File: config.mk
export PLATFORM = sky130hd
export DESIGN_NAME = bist_pattern_engine
export DESIGN_NICKNAME = d
export VERILOG_FILES = /design/src/rtl/bist_pattern_engine.sv
export SDC_FILE = /design/constraint.sdc
export NUM_CORES = 1
export LEC_CHECK = 0
export ABC_AREA = 1
export BUFFER_PORTS_ARGS = -buffer_cell sky130_fd_sc_hd__buf_2
export CORE_MARGIN = 8
export CORE_UTILIZATION = 55
export CTS_CLUSTER_DIAMETER = 80
export DETAILED_ROUTE_END_ITERATION = 6
export PLACE_DENSITY = 0.79
export SETUP_SLACK_MARGIN = 0.15
export SKIP_CTS_REPAIR_TIMING = 1
export SLEW_MARGIN = 15
export SYNTH_ARGS = -nofsm -noshare
export SYNTH_HDL_FRONTEND = slang
export SYNTH_SLANG_ARGS = --single-unit
File: constraint.sdc
create_clock -name clk -period 2.19 [get_ports clk]
set_input_delay 0.1095 -clock clk [delete_from_list [all_inputs] [get_ports clk]]
set_output_delay 0.1095 -clock clk [all_outputs]
set_load 0.1 [all_outputs]
File: src/rtl/bist_pattern_engine.sv
// LFSR-driven BIST pattern generator with a MISR response compactor and a golden-signature check.
// Sits beside an arithmetic utility block behind a test mux.
module bist_pattern_engine #(
    parameter int unsigned               WORD_WIDTH   = 8,
    parameter int unsigned               RESULT_WIDTH = 8,
    parameter logic [2*WORD_WIDTH-1:0]   LFSR_TAPS    = 16'hB400,
    parameter logic [RESULT_WIDTH-1:0]   SIG_TAPS     = 8'hB8,
    parameter int unsigned               COUNT_WIDTH  = 16,
    parameter int unsigned               DUT_LATENCY  = 1
) (
    input  logic                      clk,
    input  logic                      rst_n,
    input  logic                      start,
    input  logic                      abort,
    input  logic [2*WORD_WIDTH-1:0]   seed,
    input  logic [COUNT_WIDTH-1:0]    test_count,
    input  logic [RESULT_WIDTH-1:0]   golden,
    output logic [WORD_WIDTH-1:0]     pattern_a,
    output logic [WORD_WIDTH-1:0]     pattern_b,
    output logic                      pattern_valid,
    input  logic [RESULT_WIDTH-1:0]   dut_result,
    output logic                      busy,
    output logic                      done,
    output logic [RESULT_WIDTH-1:0]   signature,
    output logic                      pass
);

    localparam int unsigned LfsrWidth = 2 * WORD_WIDTH;
    localparam int unsigned PipeWidth = (DUT_LATENCY > 0) ? DUT_LATENCY : 1;
    localparam logic [3:0]  DrainLast = 4'((DUT_LATENCY > 0) ? DUT_LATENCY - 1 : 0);
    localparam logic [LfsrWidth-1:0]   LfsrOne = 1;
    localparam logic [COUNT_WIDTH-1:0] CntOne  = 1;

    typedef enum logic [2:0] {StIdle, StLoad, StRun, StDrain, StDone} state_e;

    // With no response latency there is nothing to drain after the last pattern.
    localparam state_e StAfterRun = (DUT_LATENCY > 0) ? StDrain : StDone;

    state_e                  state_q, state_d;
    logic [LfsrWidth-1:0]    lfsr_q, lfsr_d;
    logic [COUNT_WIDTH-1:0]  cnt_q, cnt_d;
    logic [COUNT_WIDTH-1:0]  limit_q, limit_d;
    logic [3:0]              drain_q, drain_d;
    logic [PipeWidth-1:0]    pipe_q, pipe_d;
    logic [RESULT_WIDTH-1:0] sig_q, sig_d;
    logic                    pass_q, pass_d;
    logic                    valid_q, busy_q, done_q;
    logic                    dly_valid;

    // Response for a pattern arrives DUT_LATENCY cycles after the pattern itself.
    assign dly_valid = (DUT_LATENCY == 0) ? valid_q : pipe_q[PipeWidth-1];

    // Next-state, LFSR, counters, MISR and pass flag.
    always_comb begin
        state_d = state_q;
        lfsr_d  = lfsr_q;
        cnt_d   = cnt_q;
        limit_d = limit_q;
        drain_d = drain_q;
        sig_d   = sig_q;
        pass_d  = pass_q;
        pipe_d  = pipe_q;

        pipe_d[0] = valid_q;
        for (int i = 1; i < PipeWidth; i++) begin
            pipe_d[i] = pipe_q[i-1];
        end

        if (dly_valid) begin
            sig_d = {sig_q[RESULT_WIDTH-2:0], ^(sig_q & SIG_TAPS)} ^ dut_result;
        end

        unique case (state_q)
            StIdle: begin
                if (start) begin
                    state_d = StLoad;
                    // An all-zero state would lock the LFSR.
                    lfsr_d  = (seed == '0) ? LfsrOne : seed;
                    limit_d = test_count;
                end
            end
            StLoad: begin
                sig_d   = '0;
                pass_d  = 1'b0;
                cnt_d   = '0;
                pipe_d  = '0;
                drain_d = '0;
                state_d = (limit_q != '0) ? StRun : StAfterRun;
            end
            StRun: begin
                lfsr_d  = {lfsr_q[LfsrWidth-2:0], ^(lfsr_q & LFSR_TAPS)};
                cnt_d   = cnt_q + CntOne;
                drain_d = '0;
                if ((cnt_q + CntOne) == limit_q) begin
                    state_d = StAfterRun;
                end
            end
            StDrain: begin
                drain_d = drain_q + 4'd1;
                if (drain_q == DrainLast) begin
                    state_d = StDone;
                end
            end
            StDone: begin
                state_d = StIdle;
            end
            default: begin
                state_d = StIdle;
            end
        endcase

        // Compare on the edge entering DONE so pass is valid alongside done.
        if (state_d == StDone && state_q != StDone) begin
            pass_d = (sig_d == golden);
        end

        // Abort overrides everything; the partial signature is kept for debug.
        if (abort) begin
            state_d = StIdle;
            lfsr_d  = lfsr_q;
            limit_d = limit_q;
            sig_d   = sig_q;
            pipe_d  = '0;
            pass_d  = 1'b0;
        end
    end

    // FSM state register.
    always_ff @(posedge clk or negedge rst_n) begin
        if (!rst_n) begin
            state_q <= StIdle;
        end else begin
            state_q <= state_d;
        end
    end

    // Datapath registers and registered status outputs decoded from the next state.
    always_ff @(posedge clk or negedge rst_n) begin
        if (!rst_n) begin
            lfsr_q  <= '0;
            cnt_q   <= '0;
            limit_q <= '0;
            drain_q <= '0;
            pipe_q  <= '0;
            sig_q   <= '0;
            pass_q  <= 1'b0;
            valid_q <= 1'b0;
            busy_q  <= 1'b0;
            done_q  <= 1'b0;
        end else begin
            lfsr_q  <= lfsr_d;
            cnt_q   <= cnt_d;
            limit_q <= limit_d;
            drain_q <= drain_d;
            pipe_q  <= pipe_d;
            sig_q   <= sig_d;
            pass_q  <= pass_d;
            valid_q <= (state_d == StRun);
            busy_q  <= (state_d == StLoad) || (state_d == StRun) || (state_d == StDrain);
            done_q  <= (state_d == StDone);
        end
    end

    assign pattern_a     = lfsr_q[LfsrWidth-1:WORD_WIDTH];
    assign pattern_b     = lfsr_q[WORD_WIDTH-1:0];
    assign pattern_valid = valid_q;
    assign busy          = busy_q;
    assign done          = done_q;
    assign signature     = sig_q;
    assign pass          = pass_q;

endmodule

==> results of run 1 <==
## cell families after synthesis
| kind of cell | Yosys count | share of synthesized area [%] |
|---|---|---|
| buf+inv | 82 | 7.97 |
| simple gates | 251 | 27.9 |
| compound gates | 84 | 12.2 |
| mux | 6 | 1.73 |
| fa+ha+maj | 3 | 0.960 |
| flops | 68 | 43.5 |
| xor+xnor | 24 | 5.76 |
## worst max-delay path, delay by kind of cell, from the launching register on
kind	cells	cell delay, ps
flip-flops	1	460
AND/OR/NAND/NOR	12	1380
## power by group through the flow
stage | Clock (mW) | Sequential (mW) | Combinational [mW]
after floorplan | 0 | 2.32 | 0.579
after global placement | 0 | 1.64 | 1.59
after detailed placement | 0 | 1.65 | 1.61
after CTS | 1.01 | 1.63 | 1.62
after global routing | 1.07 | 1.66 | 1.82
final | 0.998 | 1.63 | 1.70
## layout by cell type (no fill, tap or decap), types with 2 or more instances in the layout
| master | count |
|---|---|
| buf_4 | 10 |
| nand3_1 | 43 |
| clkinv_2 | 3 |
| or2_2 | 3 |
| nor4_1 | 3 |
| dfrtp_1 | 67 |
| o211ai_1 | 2 |
| nand3_2 | 2 |
| clkbuf_8 | 9 |
| ha_1 | 2 |
| nor2_2 | 3 |
| inv_1 | 68 |
| nor2_1 | 60 |
| a21oi_1 | 14 |
| dlygate4sd3_1 | 2 |
| o21ai_0 | 43 |
| clkbuf_1 | 2 |
| nand2_2 | 3 |
| buf_2 | 79 |
| o22ai_1 | 16 |
| nor2_4 | 3 |
| mux2_2 | 6 |
| nand3b_1 | 4 |
| nand2_1 | 114 |
| o22a_1 | 3 |
| xor2_1 | 6 |
| xnor2_1 | 17 |
| o31ai_1 | 2 |
| nand4_1 | 12 |
## registers in the layout, indices dropped and copies added, names as in the netlist
| name | cells |
|---|---|
| cnt_q | 16 |
| lfsr_q | 16 |
| limit_q | 16 |
| signature | 8 |
| drain_q | 4 |
| state_q | 3 |
| busy | 1 |
| dly_valid | 1 |
| done | 1 |
| pass | 1 |
| pattern_valid | 1 |
## routing by layer
layer  part of all wire [%]  global-route usage [%]  routed length (um)
met5                      0                       0                   0
met4                    2.3                    7.67                 234
met3                    6.4                    4.57                 661
met2                     49                    34.2                4990
met1                     43                    24.9                4370
## area by class of cell
| cell class | count | area [um2] |
|---|---|---|
| clock buffer | 11 | 131 |
| inverter | 68 | 255 |
| tap | 96 | 120 |
| multi-input combinational | 368 | 1920 |
| timing repair buffer | 92 | 510 |
| sequential | 68 | 1700 |
| clock inverter | 5 | 52.6 |
| fill | 596 | 2140 |
## worst paths after layout
kind                                     from    endpoint  slack [ps]  cells after the start
worst max-delay path                 cnt_q[2]        busy         280                     12
worst min-delay path            test_count[0]  limit_q[0]        -0.4                      2
worst max register to register       cnt_q[2]        busy         280                     12
worst min register to register  pattern_valid   dly_valid         520                      2
max in group asynchronous               rst_n    cnt_q[0]        1190                      3
min in group asynchronous               rst_n        done         340                      2
## per-stage QoR
| step | utilization (%) | total power [mW] | hold WS [ps] | setup WS, ps |
|---|---|---|---|---|
| after global placement | 64.8 | 3.23 | 196 | 415 |
| final | 68.6 | 4.33 | -0.373 | 283 |
| after global routing | 68.6 | 4.54 | -1.99 | 124 |
| after detailed placement | 64.8 | 3.26 | 201 | 259 |
| after floorplan | - | 2.90 | -186 | 308 |
| after CTS | 67.5 | 4.26 | -168 | 174 |
==> out/metrics.yaml, run 1 <==
synth_most_common_cell: "nand2_1"
vias: 3777
fin_tns_setup_ps: 0
fin_crit_sh_pct: 87.1
ys_ff_latch: 68
wl_per_cell_um: 14.5
hold_violations: 1
fin_hold_ws_ps: -0.373
via_per_inst: 5.33
clk_latency_ps: 340
hpwl_um: 7410
clk_pin_slew_worst_paths_ps: 70
crit_path_frequent_cell: "nand2_1"
maxCapViolCount: 0
endpoint_kind: "flip-flop"
slew_viol_final: 0
mappedNetlistNets: 573
synthTopCellsByArea: "dfrtp_1 44%, nand2_1 11%, inv_1 6.5%"
drtPass1Iterations: 5
drc: 0
die_y_um: 100
async_flop_share_pct: 100
grt_pass1_vias: 3609
crit_fanout: 6
syn_to_final_growth_pct: 19.9
yosysWarnings: 0
critPathLaunchType: "flip-flop"
overflow: 0
pwr-share-clk_pct: 23.1
ys_top_cells_by_count: "115 x nand2_1, 68 x dfrtp_1, 68 x inv_1, 60 x nor2_1, 45 x nand3_1"
swShare_pct: 43.7
io_buffers: 79
status: "finished, violations left"
avgSynthCellArea_um2: 7.55
p_leak_nw: 2.32
tritoncts: "done"
drt-total-wl_um: 10300
synth_area_um2: 3910
start_util_pct: 57.2
final.setup_skew_ps: 9.81
htreeDepth: 3
max_freq_mhz: 524
ys.flop_type: "dfrtp_1"
p_sw_mw: 1.89
slowest_delay_ps: 460
combinationalPowerShare_pct: 39.3
detail-route-antenna-nets: 0
synthCells: 518
slowest_stage: "dfrtp_1"
critPathKind: "flip-flop to flip-flop"
cts_root_buf: "clkbuf_8"
antenna_found_initial: 0
ios: 80
fin_cells: 708
rsz0062_at_grt: "no"
cp.required_ps: 2470
seq_power_share_pct: 37.6
n_antenna_cell: 0
synth.top_cell.area_share_pct: 43.5
synthDistinctLibCells: 31
crit_arrival_ps: 2190
hp-class: "primary input to flip-flop"
worst_slew_pin_slew_ps: 681
internal_power_mw: 2.44
first_iter_violations: 192
ir_worst_vdd_mv: 0.736
violations: "negative hold slack"
grt_pass1_wl_um: 16600
power.density_nw_per_um2: 922
period_minus_slack_ps: 1910
drive_gt1_share_pct: 20.8
grtUsageTotal_pct: 20.4
cts.sinks: 68
dp_cells: 685
placed_cell_area_um2: 4430
ys_seq_area_share_pct: 43.5
setup-violations-final: 0
fp.dieW_um: 100
slew_headroom_pct: 54.6
synth_top_area_cell: "dfrtp_1"
grt_start_max_net_pins: 41
routabilityCongestion: 0.952
core_area_um2: 6830
cp_cell_sequence: "nand3_1 -> nor2_1 -> nand3_1 -> nand2_1 -> nand3_1 -> nand2_1 -> nand2_1 -> nor2_1 -> nand3_1 -> nand2_1 -> nand2_1 -> nand2_1"
synth_edf_count: 0
row_count: 30
final_area_um2: 4690
clock_path_buffers: 2
numCtsBuffers: 9
die_area_um2: 10100
nNetsFinal: 662
Note: power is estimated with default switching activity, not from simulation.
==> run 2, diff against run 1 <==
--- a/config.mk
+++ b/config.mk
@@ -7,10 +7,13 @@
 export LEC_CHECK = 0
 export ABC_AREA = 1
 export BUFFER_PORTS_ARGS = -buffer_cell sky130_fd_sc_hd__buf_2
+export CELL_PAD_IN_SITES_DETAIL_PLACEMENT = 0
+export CELL_PAD_IN_SITES_GLOBAL_PLACEMENT = 1
 export CORE_MARGIN = 8
-export CORE_UTILIZATION = 55
+export CORE_UTILIZATION = 40
 export CTS_CLUSTER_DIAMETER = 80
 export DETAILED_ROUTE_END_ITERATION = 6
+export GPL_TIMING_DRIVEN = 0
 export PLACE_DENSITY = 0.79
 export SETUP_SLACK_MARGIN = 0.15
 export SKIP_CTS_REPAIR_TIMING = 1
==> run 2 against run 1 <==
The run still ends with negative hold slack left. Routed wire length is 6.5% higher. Utilization is 18 points lower. Via count is 0.71% lower. Flip-flop and latch count stayed put. Final cell count is 6.8% higher. Combinational power hardly changed. Register-to-register slack better by 20 ps. First-iteration DRC count is 34% higher. Global-route usage is 3.4 points lower. Sequential power hardly changed. Fmax is 1.1% higher. Critical path depth is 2 higher. Largest cell class unchanged.
==> out/metrics.yaml, run 2 (synthesis results as in run 1) <==
violations: "negative hold slack"
power.density_nw_per_um2: 921  # -0.13%
ff_latch_area_um2: 1700  # about the same
setup-violations-final: 0  # unchanged
drt-total-wl_um: 10900  # +6.5%
critPathLaunchType: "flip-flop"
vias: 3750  # -0.71%
cp_cell_sequence: "ha_4 -> nand2_1 -> nor2_4 -> buf_4 -> nand2_1 -> nand3_1 -> nand3_1 -> nor2_1 -> nand3_1 -> nor2_1 -> nand3_1 -> nand2_1 -> nand2_1 -> nand2_1"
drtPass1Iterations: 5  # unchanged
grt_pass1_vias: 3730  # +3.4%
antenna_found_initial: 0  # unchanged
startpoint: "cnt_q[0]"
hold_depth: 2  # unchanged
first_iter_violations: 258  # +34%
cp.depth: 14  # +2
crit_arrival_ps: 2180  # about the same
fp.dieW_um: 115  # +15%
core_area_um2: 9640  # +41%
path_buf_inv: 1  # +1
row_count: 36  # +20%
endpoint_kind: "flip-flop"
clock_path_buffers: 2  # unchanged
htreeDepth: 3  # unchanged
drive_gt1_share_pct: 20.4  # -0.37 points
overflow: 0  # unchanged
fillCellCount: 997  # +67%
start_util_pct: 40.6  # -17 points
cp-endpoint: "busy"
fin_crit_sh_pct: 86.2  # -0.92 points
critical-path-top-delay-family: "simple AND/OR/NAND/NOR gates"
die_area_um2: 13200  # +31%
hold_violations: 3  # +2
final_cell_mix: "115 x nand2_1, 78 x buf_2, 67 x inv_1, 66 x dfrtp_1, 58 x nor2_1"
routabilityCongestion: 0.827  # -13%
cts_root_buf: "clkbuf_8"
use_met1_pct: 22.6  # -2.3 points
maxCapViolCount: 0  # unchanged
grtUsageMet2_pct: 26.4  # -7.8 points
reg2reg_to: "busy"
critPathKind: "flip-flop to flip-flop"
ir_worst_vdd_mv: 0.712  # -3.2%
grt.busiest_layer: "met2"
fin_hold_ws_ps: -4.91  # -4.54 ps
final_common_cell: "nand2_1"
period_minus_slack_ps: 1890  # -20.1 ps
slew_viol_final: 0  # unchanged
tritoncts: "done"
slowest_stage: "dfrtp_2"
crit_path_frequent_cell: "nand2_1"
multi_input_area_um2: 1940  # +1.4%
wl_per_cell_um: 14.4  # -0.29%
max_freq_mhz: 530  # +1.1%
hpwl_um: 8190  # +10%
cp.required_ps: 2480  # about the same
hp-class: "primary input to flip-flop"
die_y_um: 115  # +15%
final.setup_skew_ps: 10.6  # +0.766 ps
worst_slew_pin_slew_ps: 621  # -60.0 ps
grtUsageTotal_pct: 17.0  # -3.4 points
n_antenna_cell: 0  # unchanged
r2r_cells: 14  # +2
clk_pin_slew_worst_paths_ps: 70  # about the same
syn_to_final_growth_pct: 23.9
status: "finished, violations left"
io_buffers: 79  # unchanged
ios: 80  # unchanged
clk_latency_ps: 350  # about the same
cts.sinks: 68  # unchanged
via_per_inst: 4.96  # -7.0%
p_leak_nw: 2.35  # +1.1%
drc: 0  # unchanged
r2r_slack_ps: 300  # +20 ps
rsz0062_at_grt: "no"
grt_start_max_net_pins: 37  # -9.8%
numCtsBuffers: 9  # unchanged
r2r-start: "cnt_q[0]"
fin_tns_setup_ps: 0  # unchanged
globalRouteMet3Util_pct: 3.31  # -1.3 points
slowest_delay_ps: 420  # -40 ps
grt_pass1_wl_um: 17800  # +7.6%
top_regs: "cnt_q: 16 flops, lfsr_q: 16 flops, limit_q: 16 flops"
nNetsFinal: 673  # +1.7%
detail-route-antenna-nets: 0  # unchanged
slew_headroom_pct: 58.6  # +4.0 points
crit_fanout: 5  # -1
==> run 2: cell type report <==
cell class	count	share of cell area [%]
clock buffer	13	3.69
inverter	68	5.27
clock inverter	3	0.878
multi-input combinational	368	40.1
buffer	14	1.16
sequential	68	35.2
tap	133	3.44
timing repair buffer	89	10.2
==> run 2: stage by stage <==
step / utilization (%) / power [mW] / instance area [um2] / setup WS [ps] / std cells
after global routing: 50.2 / 4.71 / 4840 / 159 / 756
after global placement: 46.4 / 3.25 / 4470 / 158 / 730
after floorplan: - / 2.90 / 3910 / 308 / 518
after CTS: 48.9 / 4.43 / 4720 / 77.8 / 747
final: 50.2 / 4.46 / 4840 / 303 / 756
after detailed placement: 46.6 / 3.28 / 4490 / 121 / 731
==> run 2: power by group <==
group | switching (mW) | internal [mW]
registers | 0.187 | 1.45
logic | 1.23 | 0.455
clock network | 0.490 | 0.649
total | 1.91 | 2.55
==> run 2: layer usage <==
metal | wire length (um) | vias to the layer above
met5 | 0 | -
met4 | 163 | 0
met3 | 513 | 14
met2 | 5100 | 92
met1 | 5140 | 1759
li1 | - | 1885
==> run 2: worst register-to-register path, stage by stage, from the launching register on <==
cell     delay, ps
dfrtp_2        420
ha_4           170
nand2_1         80
nor2_4         170
buf_4          140
nand2_1         60
nand3_1         70
nand3_1         80
nor2_1         100
nand3_1        110
nor2_1         110
nand3_1        100
nand2_1        100
nand2_1         70
nand2_1         70
==> run 2: worst min-delay path by stage <==
| stage | from | to | slack (ps) |
|---|---|---|---|
| 2_1_floorplan | rst_n | busy | -190 |
| 3_3_place_gp | test_count[9] | limit_q[9] | 340 |
| 3_5_place_dp | rst_n | cnt_q[14] | 90 |
| 4_1_cts | rst_n | cnt_q[15] | -290 |
| 5_1_grt | test_count[13] | limit_q[13] | 4 |
| 6_report | test_count[9] | limit_q[9] | -5 |
